[src/rtl/vnlp_pkg.sv]
// Shared types and constants for the VNLP linked-list sequencer.
package vnlp_pkg;

  localparam int VNLP_AW   = 8;
  localparam int VNLP_LW   = 8;
  localparam int NULL_LINK = 0;

  typedef enum logic [2:0] {
    S_IDLE,
    S_RD_XY,
    S_WT_XY,
    S_RD_LNK,
    S_WT_LNK,
    S_DONE,
    S_ERR
  } vnlp_state_e;

endpackage

[src/rtl/vnlp_list_sequencer.sv]
// Walks a linked list node by node over a request/grant/valid memory port,
// strobing the datapath loads and counting nodes until a null link or MAX_LEN.
module vnlp_list_sequencer
  import vnlp_pkg::*;
#(
  parameter int AW      = VNLP_AW,
  parameter int LW      = VNLP_LW,
  parameter int MAX_LEN = 255
) (
  input  logic          clk,
  input  logic          rst,
  input  logic          start,
  input  logic [AW-1:0] head_addr,
  output logic          busy,
  output logic          done,
  output logic          err_len,
  output logic [LW-1:0] length,
  output logic          mem_req,
  output logic [AW-1:0] mem_addr,
  input  logic          mem_gnt,
  input  logic          mem_rvalid,
  input  logic [AW-1:0] mem_rdata,
  output logic          load_xy,
  output logic          load_link
);

  vnlp_state_e   state_q, state_d;
  logic [AW-1:0] ptr_q, ptr_d;
  logic [LW-1:0] len_q, len_d;
  logic          busy_q, done_q, err_q, req_q;
  logic [AW-1:0] addr_q;

  // NOTE: every combinational output gets a default first so no path leaves it
  // unassigned, which would otherwise infer a latch.
  always_comb begin
    state_d   = state_q;
    ptr_d     = ptr_q;
    len_d     = len_q;
    load_xy   = 1'b0;
    load_link = 1'b0;
    unique case (state_q)
      S_IDLE, S_DONE, S_ERR: begin
        if (start) begin
          ptr_d   = head_addr;
          len_d   = '0;
          state_d = (head_addr == AW'(NULL_LINK)) ? S_DONE : S_RD_XY;
        end
      end
      S_RD_XY:  if (mem_gnt) state_d = S_WT_XY;
      S_WT_XY: begin
        if (mem_rvalid) begin
          load_xy = 1'b1;
          state_d = S_RD_LNK;
        end
      end
      S_RD_LNK: if (mem_gnt) state_d = S_WT_LNK;
      S_WT_LNK: begin
        if (mem_rvalid) begin
          load_link = 1'b1;
          len_d     = len_q + LW'(1);
          ptr_d     = mem_rdata;
          // A null link takes priority over hitting the length limit.
          if (mem_rdata == AW'(NULL_LINK))  state_d = S_DONE;
          else if (len_d == LW'(MAX_LEN))   state_d = S_ERR;
          else                              state_d = S_RD_XY;
        end
      end
      default: state_d = S_IDLE;
    endcase
  end

  // NOTE: sequential state uses non-blocking assignments so every flop samples
  // the pre-edge values, independent of statement order.
  always_ff @(posedge clk or negedge rst) begin
    if (!rst) begin
      state_q <= S_IDLE;
      ptr_q   <= '0;
      len_q   <= '0;
      busy_q  <= 1'b0;
      done_q  <= 1'b0;
      err_q   <= 1'b0;
      req_q   <= 1'b0;
      addr_q  <= '0;
    end else begin
      state_q <= state_d;
      ptr_q   <= ptr_d;
      len_q   <= len_d;
      // Outputs are registered from next state so they align with state_q.
      busy_q  <= (state_d == S_RD_XY) || (state_d == S_WT_XY) ||
                 (state_d == S_RD_LNK) || (state_d == S_WT_LNK);
      done_q  <= (state_d == S_DONE);
      err_q   <= (state_d == S_ERR);
      req_q   <= (state_d == S_RD_XY) || (state_d == S_RD_LNK);
      addr_q  <= (state_d == S_RD_LNK) ? ptr_d + AW'(1) : ptr_d;
    end
  end

  assign busy     = busy_q;
  assign done     = done_q;
  assign err_len  = err_q;
  assign length   = len_q;
  assign mem_req  = req_q;
  assign mem_addr = addr_q;

endmodule
[config.mk]
export PLATFORM = sky130hd
export DESIGN_NAME = vnlp_list_sequencer
export DESIGN_NICKNAME = d
export VERILOG_FILES = /design/src/rtl/vnlp_pkg.sv /design/src/rtl/vnlp_list_sequencer.sv
export SDC_FILE = /design/constraint.sdc
export NUM_CORES = 1
export LEC_CHECK = 0
export ABC_AREA = 1
export CAP_MARGIN = 20
export CORE_MARGIN = 4
export CORE_UTILIZATION = 57
export CTS_BUF_LIST = sky130_fd_sc_hd__clkbuf_4 sky130_fd_sc_hd__clkbuf_8
export DETAILED_ROUTE_END_ITERATION = 8
export GPL_ROUTABILITY_DRIVEN = 0
export PLACE_DENSITY = 0.92
export SYNTH_ARGS = -nofsm -noshare
export SYNTH_HDL_FRONTEND = slang
export SYNTH_SLANG_ARGS = --single-unit
[constraint.sdc]
create_clock -name clk -period 5.85 [get_ports clk]
set_clock_uncertainty 0.05 [all_clocks]
set_input_delay 0.8775 -clock clk [delete_from_list [all_inputs] [get_ports clk]]
set_output_delay 0.8775 -clock clk [all_outputs]
set_load 0.01 [all_outputs]
==> impl_metrics.tcl <==
set metrics [dict create \
    ctsHoldBuffers 0 \
    r2r_cells 16 \
    fmax_ghz 0.289 \
    clkSinkCount 31 \
    hpwl_um 3750 \
    min_path_type "reg -> reg" \
    grtUsageTotal 0.247 \
    critPathSlowestCell "clkdlybuf4s50_1" \
    min_period_ns 3.47 \
    synthFlopType "dfrtp_1" \
    setup_slack_ns 2.38 \
    power.total_mw 1.34 \
    antenna_found_initial 0 \
    crit_top_cell "clkdlybuf4s50_1" \
    dpl.cell_count 376 \
    final_util 0.765 \
    setup.worst_path.start_class "input port" \
    placed_cell_area_sq_um 2560 \
    path_cells "clkdlybuf4s50_1, nand2_4, inv_1, clkdlybuf4s50_1" \
    grt_first_pass_wirelength_um 8670 \
    grt_overflow 0 \
    die_height_um 68.9 \
    n_antenna_cell 0 \
    fp.dieW_um 68.9 \
    cts_setup_buffers 0 \
    period_share 0.593 \
    grt_pass1_vias 1951 \
    worst_slew_pin_slew_ns 0.638 \
    finalSetupTns_ns 0 \
    ys_seq_elements 31 \
    critPathBufInv 3 \
    core_area_sq_um 3470 \
    criticalPathCategory "in -> out" \
    first_pass_iters 5 \
    wl_per_cell_um 13.2 \
    cp.depth 4 \
    cts_tree "yes" \
    cts.clk_slew.worst_paths_ns 0.07 \
    maxCapViolations 0 \
    root_buffer "clkbuf_8" \
    htreeDepth 2 \
    final-instance-count-excl-fill 384 \
    dieArea_sq_um 4750 \
    pin_count 43 \
    numCtsBuffers 5 \
    rsz0062_at_grt "false" \
    synth_cell_types 31 \
    fin_area_sq_um 2650 \
    clockBufferDepth 2 \
    max_stage_delay_ns 0.75 \
    synthArstFlopShare 1.00 \
    worst_r2r_endpoint "mem_addr[6]$_DFF_PN0_" \
    drc 0 \
    clk_latency_ns 0.28 \
    holdWs_ns 0.529 \
    synthCells 291 \
    fillers 261 \
    multi_input_area_sq_um 1120 \
    maxSlewViolCount 0 \
    drive_above_1_share 0.139 \
    crit_arrival_ns 2.54 \
    r2r_start "state_q[0]$_DFF_PN0_" \
    crit_fanout 13 \
    regArea_sq_um 776 \
    path_delay_family "buffers and inverters" \
    critical_path.startpoint "mem_rvalid" \
    worstPathRequired_ns 4.92 \
    outcome "finished clean" \
    start_util 0.610 \
    r2r_slack_ns 3.57 \
    vias 2060 \
    p_per_area_nw_per_um2 507 \
    ys_warn_count 0 \
    end_kind "output port" \
    synth-edff-count 0 \
    ys_seq_area_frac 0.367 \
    ir_worst_vdd_uv 350 \
    cts_resized 0 \
    grt_max_degree 32 \
    detail_route.iter0.violations 259 \
    cp-endpoint "load_link" \
    area.growth.synth_to_final_pct 25.4 \
    nets 361 \
    viasPerCell 5.36 \
    maxSlewHeadroom 0.574 \
    setup_viol 0 \
    rows 21 \
    synth_area_per_cell_sq_um 7.27 \
    hold_violations 0 \
    portBuffers 42 \
    place_ws_ns 2.43 \
    leakage_nw 1.31 \
    synth_fp_nets 315 \
    antenna_left 0 \
    syn_area_sq_um 2110 \
    drt-total-wl_um 5080 \
]
-- registers in the layout, summed over array words and instances (netlist names) --
signal and flops:
mem_addr 8, length 8, busy 1, state_q 3
mem_req 1, err_len 1, ptr_q 8, done 1
-- worst min-delay path by stage --
| stage | start | to | cells past startpoint |
|---|---|---|---|
| 3_3_place_gp | ptr_q[5]$_DFF_PN0_ | ptr_q[5]$_DFF_PN0_ | 2 |
| 3_5_place_dp | ptr_q[5]$_DFF_PN0_ | ptr_q[5]$_DFF_PN0_ | 2 |
| 4_1_cts | ptr_q[5]$_DFF_PN0_ | ptr_q[5]$_DFF_PN0_ | 2 |
| 6_report | ptr_q[5]$_DFF_PN0_ | ptr_q[5]$_DFF_PN0_ | 2 |
| 5_1_grt | ptr_q[5]$_DFF_PN0_ | ptr_q[5]$_DFF_PN0_ | 2 |
| 2_1_floorplan | ptr_q[6]$_DFF_PN0_ | ptr_q[6]$_DFF_PN0_ | 2 |
-- synth_stat cells (3+ instances only) --
library cell  count  area [sq um]
nand3_4           3          52.6
ha_1              3          37.5
nand2_2           7          43.8
dfrtp_1          31           776
a21oi_1           3          15.0
o21ai_0          15          75.1
nand3_2           7          70.1
nor2_1           23          86.3
nand3_1          22           110
inv_1            37           139
nand4_1           3          18.8
inv_2             3          11.3
nor2_2            5          31.3
nand2_4           6          67.6
nand2_1          98           368
xor2_1            3          26.3
o22ai_1           6          37.5
-- power breakdown --
group	internal, mW	switching [mW]	total (mW)	leakage (nW)
Sequential	0.299	0.0543	0.354	0.398
Clock	0.0877	0.0833	0.171	0.0446
Combinational	0.297	0.523	0.820	0.865
-- placed cells by master, fill, tap and decap left out, types with 5 or more instances in the layout --
master,instances
clkbuf_8,5
clkdlybuf4s50_1,42
dfrtp_1,31
inv_1,37
nand2_1,98
nand2_2,7
nand2_4,6
nand3_1,22
nand3_2,7
nor2_1,23
nor2_2,5
o21ai_0,15
o22ai_1,6
-- cells by family after synthesis --
family                     share of synthesized area
adders and majority gates                     0.0178
buffers and inverters                          0.103
xor gates and xnor gates                      0.0124
AOI/OAI and AO/OA                             0.0734
and+or+nand+nor                                0.427
DFF                                            0.367
-- routing by layer --
layer	routed length, um	vias up	global-route usage	share of wire
met5	0	-	0	0
met4	93	0	0.0876	0.018
met3	460	14	0.0681	0.091
met2	2420	105	0.395	0.48
met1	2110	928	0.321	0.42
li1	-	1013	-	-
-- worst reg2reg max path, cell delays in order, from the launching register on --
cell and delay [ns]:
dfrtp_1 0.49, nand2_1 0.11, nand2_2 0.11, nand2_4 0.15, nand2_4 0.13, nand2_1 0.07, nor2_1 0.21, nor2_4 0.09
inv_2 0.11, ha_1 0.19, nand2_1 0.07, nor2_2 0.13, nand2_1 0.07, nand2_1 0.05, nand2_1 0.04, nand2_1 0.05
nand2_1 0.04
-- final cells by class --
type,count,area share
Clock inverter,2,0.00472
Tap cell,46,0.0217
Inverter,43,0.0684
Clock buffer,6,0.0288
Multi-Input combinational cell,213,0.423
Timing Repair Buffer,43,0.161
Sequential cell,31,0.292
Power figures use the tool's default switching activity.
